### src/rtl/fll_cfg_apb_bridge.sv
// APB slave bridging register accesses onto the FLL CFGREQ/CFGACK port.
// Optional macro FLL_CFG_TIMEOUT_EN adds an ack timeout that aborts with PSLVERR.
module fll_cfg_apb_bridge #(
  parameter int CFG_ADDR_WIDTH = 4,
  parameter int CFG_DATA_WIDTH = 32,
  parameter int APB_ADDR_WIDTH = 12,
  parameter int TIMEOUT_CYCLES = 255
) (
  input  logic                      clk_i,
  input  logic                      rst_ni,
  input  logic                      psel_i,
  input  logic                      penable_i,
  input  logic                      pwrite_i,
  input  logic [APB_ADDR_WIDTH-1:0] paddr_i,
  input  logic [CFG_DATA_WIDTH-1:0] pwdata_i,
  output logic [CFG_DATA_WIDTH-1:0] prdata_o,
  output logic                      pready_o,
  output logic                      pslverr_o,
  output logic                      cfg_req_o,
  input  logic                      cfg_ack_i,
  output logic [CFG_ADDR_WIDTH-1:0] cfg_addr_o,
  output logic [CFG_DATA_WIDTH-1:0] cfg_wdata_o,
  input  logic [CFG_DATA_WIDTH-1:0] cfg_rdata_i,
  output logic                      cfg_web_o,
  output logic                      busy_o
);

  typedef enum logic [1:0] {
    IDLE = 2'd0,
    REQ  = 2'd1,
    DONE = 2'd2
  } state_e;

  state_e                    state_q, state_d;
  logic                      req_q, req_d;
  logic                      web_q, web_d;
  logic                      err_q, err_d;
  logic [CFG_ADDR_WIDTH-1:0] addr_q, addr_d;
  logic [CFG_DATA_WIDTH-1:0] wdata_q, wdata_d;
  logic [CFG_DATA_WIDTH-1:0] rdata_q, rdata_d;
  logic                      addr_ok;
  logic                      setup;
  logic                      to_hit;
  logic                      cnt_clr;
  logic                      cnt_inc;

  // Word-aligned and inside the 2^CFG_ADDR_WIDTH register window.
  generate
    if (APB_ADDR_WIDTH > CFG_ADDR_WIDTH + 2) begin : g_hi
      assign addr_ok =
        (paddr_i[1:0] == 2'b00) &&
        (paddr_i[APB_ADDR_WIDTH-1:CFG_ADDR_WIDTH+2] == '0);
    end else begin : g_nohi
      assign addr_ok = (paddr_i[1:0] == 2'b00);
    end
  endgenerate

  // A new access is accepted only in the APB setup phase.
  assign setup = psel_i && !penable_i;

`ifdef FLL_CFG_TIMEOUT_EN
  logic [15:0] cnt_q;

  // Fires in the REQ cycle that would bring the count to the limit.
  assign to_hit =
    ({1'b0, cnt_q} + 17'd1) == 17'(TIMEOUT_CYCLES);

  // Counts REQ cycles spent waiting for the FLL ack.
  always_ff @(posedge clk_i or negedge rst_ni) begin
    if (!rst_ni) begin
      cnt_q <= '0;
    end else if (cnt_clr) begin
      cnt_q <= '0;
    end else if (cnt_inc) begin
      cnt_q <= cnt_q + 16'd1;
    end
  end
`else
  assign to_hit = 1'b0;
`endif

  // Next-state and datapath decisions for one config access.
  always_comb begin
    state_d = state_q;
    req_d   = req_q;
    web_d   = web_q;
    err_d   = err_q;
    addr_d  = addr_q;
    wdata_d = wdata_q;
    rdata_d = rdata_q;
    cnt_clr = 1'b0;
    cnt_inc = 1'b0;
    unique case (state_q)
      IDLE: begin
        if (setup) begin
          if (addr_ok) begin
            addr_d  = paddr_i[CFG_ADDR_WIDTH+1:2];
            wdata_d = pwdata_i;
            web_d   = ~pwrite_i;
            req_d   = 1'b1;
            err_d   = 1'b0;
            cnt_clr = 1'b1;
            state_d = REQ;
          end else begin
            err_d   = 1'b1;
            state_d = DONE;
          end
        end
      end
      REQ: begin
        if (cfg_ack_i) begin
          req_d   = 1'b0;
          rdata_d = web_q ? cfg_rdata_i : '0;
          err_d   = 1'b0;
          state_d = DONE;
        end else if (to_hit) begin
          req_d   = 1'b0;
          rdata_d = '0;
          err_d   = 1'b1;
          state_d = DONE;
        end else begin
          cnt_inc = 1'b1;
        end
      end
      DONE: begin
        state_d = IDLE;
      end
      default: begin
        state_d = IDLE;
      end
    endcase
  end

  // State and registered FLL/APB outputs.
  always_ff @(posedge clk_i or negedge rst_ni) begin
    if (!rst_ni) begin
      state_q <= IDLE;
      req_q   <= 1'b0;
      web_q   <= 1'b1;
      err_q   <= 1'b0;
      addr_q  <= '0;
      wdata_q <= '0;
      rdata_q <= '0;
    end else begin
      state_q <= state_d;
      req_q   <= req_d;
      web_q   <= web_d;
      err_q   <= err_d;
      addr_q  <= addr_d;
      wdata_q <= wdata_d;
      rdata_q <= rdata_d;
    end
  end

  assign pready_o    = (state_q == DONE);
  assign pslverr_o   = pready_o && err_q;
  assign busy_o      = (state_q != IDLE);
  assign cfg_req_o   = req_q;
  assign cfg_web_o   = web_q;
  assign cfg_addr_o  = addr_q;
  assign cfg_wdata_o = wdata_q;
  assign prdata_o    = rdata_q;

endmodule

### config.mk
export PLATFORM = sky130hd
export DESIGN_NAME = fll_cfg_apb_bridge
export DESIGN_NICKNAME = d
export VERILOG_FILES = /design/src/rtl/fll_cfg_apb_bridge.sv
export SDC_FILE = /design/constraint.sdc
export NUM_CORES = 1
export LEC_CHECK = 0
export BUFFER_PORTS_ARGS = -buffer_cell sky130_fd_sc_hd__buf_2
export CAP_MARGIN = 5
export CORE_ASPECT_RATIO = 0.5
export CORE_MARGIN = 5
export CORE_UTILIZATION = 42
export CTS_BUF_LIST = sky130_fd_sc_hd__clkbuf_8
export CTS_CLUSTER_SIZE = 30
export DETAILED_ROUTE_END_ITERATION = 7
export PLACE_DENSITY = 0.79
export SKIP_LAST_GASP = 1
export SLEW_MARGIN = 20
export SYNTH_ARGS = -nofsm -noshare
export SYNTH_HDL_FRONTEND = slang
export SYNTH_SLANG_ARGS = --single-unit
export TNS_END_PERCENT = 30
### constraint.sdc
create_clock -name clk_i -period 2.21 [get_ports clk_i]
set_input_delay 0.1105 -clock clk_i [delete_from_list [all_inputs] [get_ports clk_i]]
set_output_delay 0.1105 -clock clk_i [all_outputs]
set_load 0.02 [all_outputs]
==> results.toml, run 1 <==
[yosys]
synth_top_family_by_area = "multiplexers"
netlist_area_sq_mm = 0.00287
ys_ff_latch = 73
syn_nets = 323
synth_cell_types = 24
yosysTopAreaCell = "dfrtp_1"
synthMuxAreaShare_pct = 15.1
ys_top_cells_by_area = "dfrtp_1 63%, mux2_2 11%, nand2_1 8.4%, o21ai_0 6.1%, mux2_4 3.7%"
synth_xor_area_share_pct = 0
netlist.area_leader.share_pct = 62.9
synth_fa_ha_area_share_pct = 0
synthCells = 241
avgSynthCellArea_sq_um = 11.9
synth_warnings = 0
synth-compound-area-share_pct = 6.85
seq_area_frac_synth_pct = 63.8
yosys.area_share.simple_pct = 11.4

[drt]
wl_um = 7920
ant_nets = 0
via_per_inst = 4.52
wl_per_cell_um = 14.6
drt_first_pass_iters = 4
vias = 2448
drc = 0
drtIter0Drc = 148

[global_route]
gr-total-overflow = 0
antenna_found_initial = 0
grt_usage_pct = 18.4
grt_start_max_net_pins = 74
grt_pass1_vias = 2497
grt_pass1_wl_um = 12200

[worst_setup_path]
critPathLaunchType = "register"
cp_slowest_cell = "or3_4"
crit_buf_inv = 0
crit_fanout = 39
crit_required_ps = 2430
cp_slowest_stage_delay_ps = 640
end_kind = "register"
crit_type = "register to register"
worst_ep_arrival_time_ps = 2340
path_cells = "or4b_1 > or3_4 > mux2_2"
critPathTopFamily = "simple AND/OR/NAND/NOR gates"

[sta]
finalMaxSlewViolations = 0
max_freq_ghz = 0.472
grt_setup_unrepaired = "no"
worstMarginPinSlew_ps = 907
relSlewSlack_pct = 39.6
setup_viol = 0
min_period_ps = 2120
skew_ps = 7.88
fin_crit_sh_pct = 95.9
finalHoldViolCount = 0
tns_ps = 0

[cells_and_area]
layout_common_cells = "153 x buf_2, 72 x dfrtp_1, 64 x nand2_1"
area_growth_pct = 54.1
final_common_cell = "buf_2"
multi_input_area_sq_um = 956
fin_nets = 526
num-fill-cells = 500
diodes = 0
drive_gt1_share_pct = 46.8
ff_latch_area_sq_mm = 0.00183
fin_cells = 541
final_util_pct = 66.4

[placement]
dpl.hpwl_um = 5140
routabilityCongestion = 0.763
dp.cells = 474
port-buffer-count = 154

[power_and_ir_drop]
p_sw_mw = 0.581
p_clk_share_pct = 39.7
p_sw_share_pct = 21.6
p_leak_nw = 2.43
cellPowerDensity_mw_per_mm2 = 608
p_comb_share_pct = 9.3
intPower_mw = 2.10
pwr-share-seq_pct = 51.0
ir_drop_uv = 367

[floorplan]
fp.dieW_um = 127
num_rows = 21
core_area_sq_mm = 0.00665
num_io_pins = 155
dieArea_sq_mm = 0.00868
fp.dieH_um = 68.4
initial_utilization_pct = 43.1

[clock_tree]
cts_htree_levels = 3
cts-resized-gates = 0
clk_path_buf_depth = 2
clock_sinks = 73
numCtsBuffers = 9
clock_latency_ps = 340
clk_pin_slew_ps = 70
clockRootBuffer = "clkbuf_8"
cts_setup_buffers = 0
cts_tree = "yes"

[status]
status = "finished clean"

[run]
cap_viol_max_count = 0

[hold_path]
hold_path.class = "primary input to register"
## through the flow
step	hold WS (ps)	setup slack [ps]	power (mW)	area [sq um]
2_1_floorplan	-185	94.9	1.45	2870
3_3_place_gp	287	142	1.57	3700
3_5_place_dp	281	116	1.57	3700
4_1_cts	0.506	109	2.72	4410
5_1_grt	9.22	55.6	2.80	4420
6_report	19.3	90.4	2.69	4420
## worst min-delay path, cell delays in order
cell and delay (ps):
buf_2 90, nand2_1 50, o21ai_0 60
## power groups by stage
stage               sequential (mW)  combinational, mW  clock, mW
finish                         1.37              0.250       1.07
global route                   1.37              0.274       1.16
CTS                            1.37              0.247       1.10
detailed placement             1.40              0.178          0
global placement               1.40              0.175          0
floorplan                      1.41             0.0379          0
## routing by layer
layer	global-route usage, %	up-vias	routed length [um]	share of wire, %
met5	0	-	0	0
met4	8.69	0	174	2.2
met3	5.46	16	314	4.0
met2	35.1	59	4510	57
met1	19.2	1163	2910	37
li1	-	1210	-	-
## cell usage after synthesis
library cell  count
a21oi_1           1
and2_1            1
buf_2             3
buf_6             2
clkbuf_1         11
dfrtp_1          72
dfstp_2           1
inv_1             1
mux2_2           29
mux2_4            7
nand2_1          64
nand2b_1          1
nand3_1           2
nand3b_1          1
nor2_1            1
nor2b_1           1
nor3_1            1
o21ai_0          35
o311ai_0          1
o31ai_1           1
or2_2             1
or3_4             1
or4_1             2
or4b_1            1
## repair_timing
action / 4_1_cts / 5_1_grt
setup endpoints to repair: 0 / 0
hold buffers: 50 / 1
endpoints found under the hold margin: 121 / 1
## final timing paths
path,start,depth (start not counted),slack (ps),to
worst max-delay path,state_q[0]$_DFFE_PN0P_,3,90,cfg_addr_o[3]$_DFFE_PN0P_
worst min-delay path,cfg_rdata_i[18],3,20,prdata_o[18]$_DFFE_PN0P_
worst max register to register,state_q[0]$_DFFE_PN0P_,3,90,cfg_addr_o[3]$_DFFE_PN0P_
worst min register to register,prdata_o[20]$_DFFE_PN0P_,2,470,prdata_o[20]$_DFFE_PN0P_
max in group asynchronous,rst_ni,2,1180,cfg_wdata_o[21]$_DFFE_PN0P_
min in group asynchronous,rst_ni,2,460,prdata_o[4]$_DFFE_PN0P_
## registers in the layout, indices dropped and copies added (netlist names)
register / count
cfg_req_o: 1
cfg_wdata_o: 32
cfg_addr_o: 4
state_q: 2
cfg_web_o: 1
err_q: 1
prdata_o: 32
## cells by family after synthesis
| logic type | after synthesis |
|---|---|
| and+or+nand+nor | 77 |
| muxes | 36 |
| DFF | 73 |
| AOI/OAI and AO/OA | 38 |
| buffers and inverters | 17 |
## final cells by class
type	instances	area share (%)
Clock buffer	12	3.74
Clock inverter	4	0.963
Inverter	1	0.0850
Multi-Input combinational cell	151	21.6
Sequential cell	73	41.4
Tap cell	92	2.61
Timing Repair Buffer	208	29.6
Note: power is estimated with default switching activity, not from simulation.
==> run 2: changes to the inputs <==
--- a/config.mk
+++ b/config.mk
@@ -7,7 +7,6 @@
 export LEC_CHECK = 0
 export BUFFER_PORTS_ARGS = -buffer_cell sky130_fd_sc_hd__buf_2
 export CAP_MARGIN = 5
-export CORE_ASPECT_RATIO = 0.5
 export CORE_MARGIN = 5
 export CORE_UTILIZATION = 42
 export CTS_BUF_LIST = sky130_fd_sc_hd__clkbuf_8
==> run 2 against run 1 <==
  * Utilization is 5.4 points lower
  * Via count is 5.0% lower
  * Global-route usage is 1.8 points lower
  * Register-to-register slack hardly changed
  * Critical path type unchanged
  * Critical path depth stayed put
  * Largest cell class unchanged
  * Total power is 0.74% higher
  * First-iteration DRC count is 66% lower
==> results.toml, run 2 (synthesis gave the netlist of run 1 again) <==
[drt]
drc = 0
route.met3.wl_um = 538
drt_first_pass_iters = 4
met1Wirelength_um = 2900
vias = 2326
wl_um = 6980
drtIter0Drc = 50
highest_layer = "met5"
ant_nets = 0
route.met2.wl_um = 3430
via_per_inst = 4.67
wl_per_cell_um = 14.0

[worst_setup_path]
worst_ep_arrival_time_ps = 2320
rrSetupSlack_ps = 100
cp_slowest_cell = "or3_4"
end_kind = "register"
cp_slowest_stage_delay_ps = 640
critPathLaunchType = "register"
crit_type = "register to register"
crit_fanout = 39
crit_required_ps = 2420
path_cells = "or4b_1 > or3_4 > mux2_2"

[sta]
grt_setup_unrepaired = "no"
min_period_ps = 2110
tns_ps = 0
relSlewSlack_pct = 41.2
max_freq_ghz = 0.474
finalHoldViolCount = 0
setup_viol = 0
finalMaxSlewViolations = 0
fin_crit_sh_pct = 95.4
skew_ps = 5.45
worstMarginPinSlew_ps = 883

[cells_and_area]
fin_nets = 495
diodes = 0
layout_common_cells = "153 x buf_2, 72 x dfrtp_1, 64 x nand2_1"
final_common_cell = "buf_2"
drive_gt1_share_pct = 50.5
area_growth_pct = 43.2

[floorplan]
fp.dieW_um = 92.6
core_area_sq_mm = 0.00672
initial_utilization_pct = 42.7
num_io_pins = 155
num_rows = 30
fp.dieH_um = 92.6
dieArea_sq_mm = 0.00858

[global_route]
grt_start_max_net_pins = 74
gr-total-overflow = 0
antenna_found_initial = 2
grt_pass1_vias = 2437
grt_pass1_wl_um = 11300
grt_usage_pct = 16.6

[placement]
dpl.hpwl_um = 4960
port-buffer-count = 154
routabilityCongestion = 0.751

[status]
status = "finished clean"

[clock_tree]
numCtsBuffers = 9
clockRootBuffer = "clkbuf_8"
clock_latency_ps = 330
clock_sinks = 73
clk_pin_slew_ps = 70
cts_htree_levels = 3
clk_path_buf_depth = 2
cts_tree = "yes"
cts_setup_buffers = 0

[run]
cap_viol_max_count = 0

[power_and_ir_drop]
finalPower_mw = 2.71
cellPowerDensity_mw_per_mm2 = 659
p_leak_nw = 2.30
ir_drop_uv = 338

[hold_path]
hold_path.class = "primary input to register"
==> run 2: worst paths after layout <==
check                                         from  cells past startpoint                          to
setup reg to reg            state_q[0]$_DFFE_PN0P_                      3  cfg_wdata_o[1]$_DFFE_PN0P_
setup / recovery            state_q[0]$_DFFE_PN0P_                      3  cfg_wdata_o[1]$_DFFE_PN0P_
min in group asynchronous                   rst_ni                      2   cfg_addr_o[1]$_DFFE_PN0P_
max in group asynchronous                   rst_ni                      2  cfg_wdata_o[6]$_DFFE_PN0P_
hold / removal                           cfg_ack_i                      2      state_q[0]$_DFFE_PN0P_
hold reg to reg            prdata_o[1]$_DFFE_PN0P_                      2     prdata_o[1]$_DFFE_PN0P_
==> run 2: stage by stage <==
| stage | utilization, % | setup slack [ps] | instance area (sq um) | hold WS (ps) | cells |
|---|---|---|---|---|---|
| 2_1_floorplan | - | 94.9 | 2870 | -185 | 241 |
| 3_3_place_gp | 54.8 | 161 | 3680 | 283 | 462 |
| 3_5_place_dp | 54.8 | 114 | 3680 | 292 | 462 |
| 4_1_cts | 60.8 | 108 | 4080 | 0.323 | 496 |
| 5_1_grt | 61.1 | 57.1 | 4100 | 0.960 | 498 |
| 6_report | 61.1 | 101 | 4100 | 11.9 | 498 |
==> run 2: layout make-up <==
type,count,area (sq um)
fillers,579,2620
flip-flops and latches,73,1830
repair buffers,177,996
multi-input cells,151,956
clock buffers,10,138
well taps,80,100
clock inverters,6,82.6
inverters,1,3.75
==> run 2: what timing repair did <==
| item | in CTS | in global routing |
|---|---|---|
| hold buffers | 18 | 2 |
| gates resized for setup | 0 | 0 |
| hold endpoints to repair | 89 | 2 |
==> run 2: metal layers <==
metal  global-route usage [%]  up-vias
li1                         -     1149
met1                     20.0     1066
met2                     28.1       93
met3                     5.20       14
met4                     5.98        4
met5                        0        -
==> run 2: critical path, delay by kind of cell (launching register included) <==
| kind | cells | cell delay, ps |
|---|---|---|
| flops | 1 | 430 |
| simple gates | 2 | 1190 |
| mux | 1 | 350 |
==> run 2: power by group <==
group	total [mW]	internal [mW]	leakage [nW]	switching, mW
clock	1.13	0.661	0.117	0.473
sequential	1.37	1.36	1.01	0.0145
combinational	0.202	0.108	1.18	0.0943
total	2.71	2.12	2.30	0.581
==> run 3: changes to the inputs <==
--- a/config.mk
+++ b/config.mk
@@ -5,14 +5,15 @@
 export SDC_FILE = /design/constraint.sdc
 export NUM_CORES = 1
 export LEC_CHECK = 0
-export BUFFER_PORTS_ARGS = -buffer_cell sky130_fd_sc_hd__buf_2
+export BUFFER_PORTS_ARGS = -buffer_cell sky130_fd_sc_hd__buf_4
 export CAP_MARGIN = 5
 export CORE_MARGIN = 5
 export CORE_UTILIZATION = 42
 export CTS_BUF_LIST = sky130_fd_sc_hd__clkbuf_8
-export CTS_CLUSTER_SIZE = 30
+export CTS_CLUSTER_SIZE = 24
 export DETAILED_ROUTE_END_ITERATION = 7
 export PLACE_DENSITY = 0.79
+export SKIP_CTS_REPAIR_TIMING = 1
 export SKIP_LAST_GASP = 1
 export SLEW_MARGIN = 20
 export SYNTH_ARGS = -nofsm -noshare
==> run 3 against run 2 <==
  * Total power up 13%
  * Clock skew up 0.90 ps
  * Die area is the same
  * Routed wire length increased by 9.5%
  * Register-to-register slack worse by 20 ps
  * Non-clock buffer count rose by 12
  * First-iteration DRC count rose by 54%
  * Fmax decreased by 0.96%
  * Hold slack better by 2.7 ps
  * Largest cell class unchanged
  * Largest power group is now clock
==> results.toml, run 3 (synthesis gave the netlist of run 1 again) <==
[drt]
wl_per_cell_um = 15.0
via_per_inst = 4.71
drt_first_pass_iters = 4
drc = 0
vias = 2400
drtIter0Drc = 77
ant_nets = 0
wl_um = 7640

[sta]
fin_crit_sh_pct = 96.4
grt_setup_unrepaired = "no"
skew_ps = 6.35
tns_ps = 0
max_freq_ghz = 0.470
min_period_ps = 2130
finalMaxSlewViolations = 0
finalHoldViolCount = 0
fin_ws_ps = 80.4
setup_viol = 0
relSlewSlack_pct = 39.6
worstMarginPinSlew_ps = 906

[worst_setup_path]
crit_buf_inv = 0
end_kind = "register"
crit_required_ps = 2420
reg2reg_to = "cfg_addr_o[3]$_DFFE_PN0P_"
critPathLaunchType = "register"
r2r_cells = 3
worst_ep_arrival_time_ps = 2340
critical_path.endpoint = "cfg_addr_o[3]$_DFFE_PN0P_"
crit_type = "register to register"
critPathTopFamily = "simple AND/OR/NAND/NOR gates"
r2r-start = "state_q[0]$_DFFE_PN0P_"
worst-path-stages = 3
critPathLaunch = "state_q[0]$_DFFE_PN0P_"
rrSetupSlack_ps = 80
cp_slowest_cell = "or3_4"
crit_fanout = 39
cp_slowest_stage_delay_ps = 650
path_cells = "or4b_1 > or3_4 > mux2_2"

[floorplan]
num_rows = 30
num_io_pins = 155
fp.dieW_um = 92.6
core_area_sq_mm = 0.00672
initial_utilization_pct = 42.7
fp.dieH_um = 92.6
dieArea_sq_mm = 0.00858

[hold_path]
hold_path.class = "primary input to register"
min-delay-start = "paddr_i[4]"
min_path_cells = 2

[power_and_ir_drop]
pwr-share-seq_pct = 45.0
p_sw_mw = 0.595
p_sw_share_pct = 19.5
p_leak_nw = 2.44
p_clk_share_pct = 46.0
ir_drop_uv = 347
p_comb_share_pct = 9.0
cellPowerDensity_mw_per_mm2 = 653
intPower_mw = 2.45

[clock_tree]
clock_latency_ps = 330
cts_htree_levels = 3
numCtsBuffers = 9
clk_path_buf_depth = 2
clk_pin_slew_ps = 70
cts_tree = "yes"
clock_sinks = 73
clockRootBuffer = "clkbuf_8"

[cells_and_area]
layout_common_cells = "157 x buf_4, 72 x dfrtp_1, 64 x nand2_1"
area_growth_pct = 62.7
diodes = 0
final_common_cell = "buf_4"
fin_nets = 507
drive_gt1_share_pct = 49.3

[placement]
routabilityCongestion = 0.740
dpl.hpwl_um = 5230
port-buffer-count = 154
post-place-ws_ps = 90.0

[global_route]
grt_usage_pct = 16.7
grt_pass1_vias = 2360
gr-total-overflow = 0
grt_start_max_net_pins = 74
antenna_found_initial = 0
grt_pass1_wl_um = 11200

[status]
status = "finished clean"

[run]
cap_viol_max_count = 0
-- run 3: worst reg2reg max path, stage by stage (launching register included) --
cell and delay (ps):
dfrtp_1 430, or4b_1 560, or3_4 650, mux2_2 370
-- run 3: area by class of cell --
| class | count | area (sq um) |
|---|---|---|
| Sequential cell | 73 | 1830 |
| Fill cell | 489 | 2060 |
| Clock buffer | 11 | 151 |
| Timing Repair Buffer | 189 | 1500 |
| Multi-Input combinational cell | 151 | 956 |
| Tap cell | 80 | 100 |
| Clock inverter | 5 | 125 |
| Inverter | 1 | 3.75 |
-- run 3: how the worst min path moves through the flow --
stage | endpoint | slack [ps]
finish | cfg_addr_o[2]$_DFFE_PN0P_ | 10
global route | cfg_wdata_o[9]$_DFFE_PN0P_ | 0.1
CTS | cfg_web_o$_DFFE_PN1P_ | -80
detailed placement | cfg_web_o$_DFFE_PN1P_ | 280
global placement | cfg_web_o$_DFFE_PN1P_ | 280
floorplan | cfg_addr_o[0]$_DFFE_PN0P_ | -190
-- run 3: layer usage --
metal	wire (um)	part of all wire (%)	global-route usage, %	vias to the layer above
li1	-	-	-	1176
met1	2990	39	20.2	1120
met2	3990	52	27.8	93
met3	516	6.8	5.28	11
met4	146	1.9	6.72	0
met5	0	0	0	-
-- run 3: power groups by stage --
stage                     Combinational, mW  Sequential [mW]  Clock (mW)
after floorplan                      0.0379             1.41           0
after global placement                0.226             1.40           0
after detailed placement              0.230             1.40           0
after CTS                             0.230             1.37        1.43
after global routing                  0.296             1.37        1.49
final                                 0.275             1.37        1.40
-- run 3: through the flow --
step | util [%] | instance area (sq um) | total power [mW] | cells | hold slack (ps)
2_1_floorplan | - | 2870 | 1.45 | 241 | -185
3_3_place_gp | 60.5 | 4070 | 1.62 | 462 | 282
3_5_place_dp | 60.5 | 4070 | 1.63 | 462 | 282
4_1_cts | 64.6 | 4340 | 3.03 | 478 | -78.5
5_1_grt | 69.4 | 4660 | 3.16 | 510 | 0.148
6_report | 69.4 | 4660 | 3.05 | 510 | 14.7
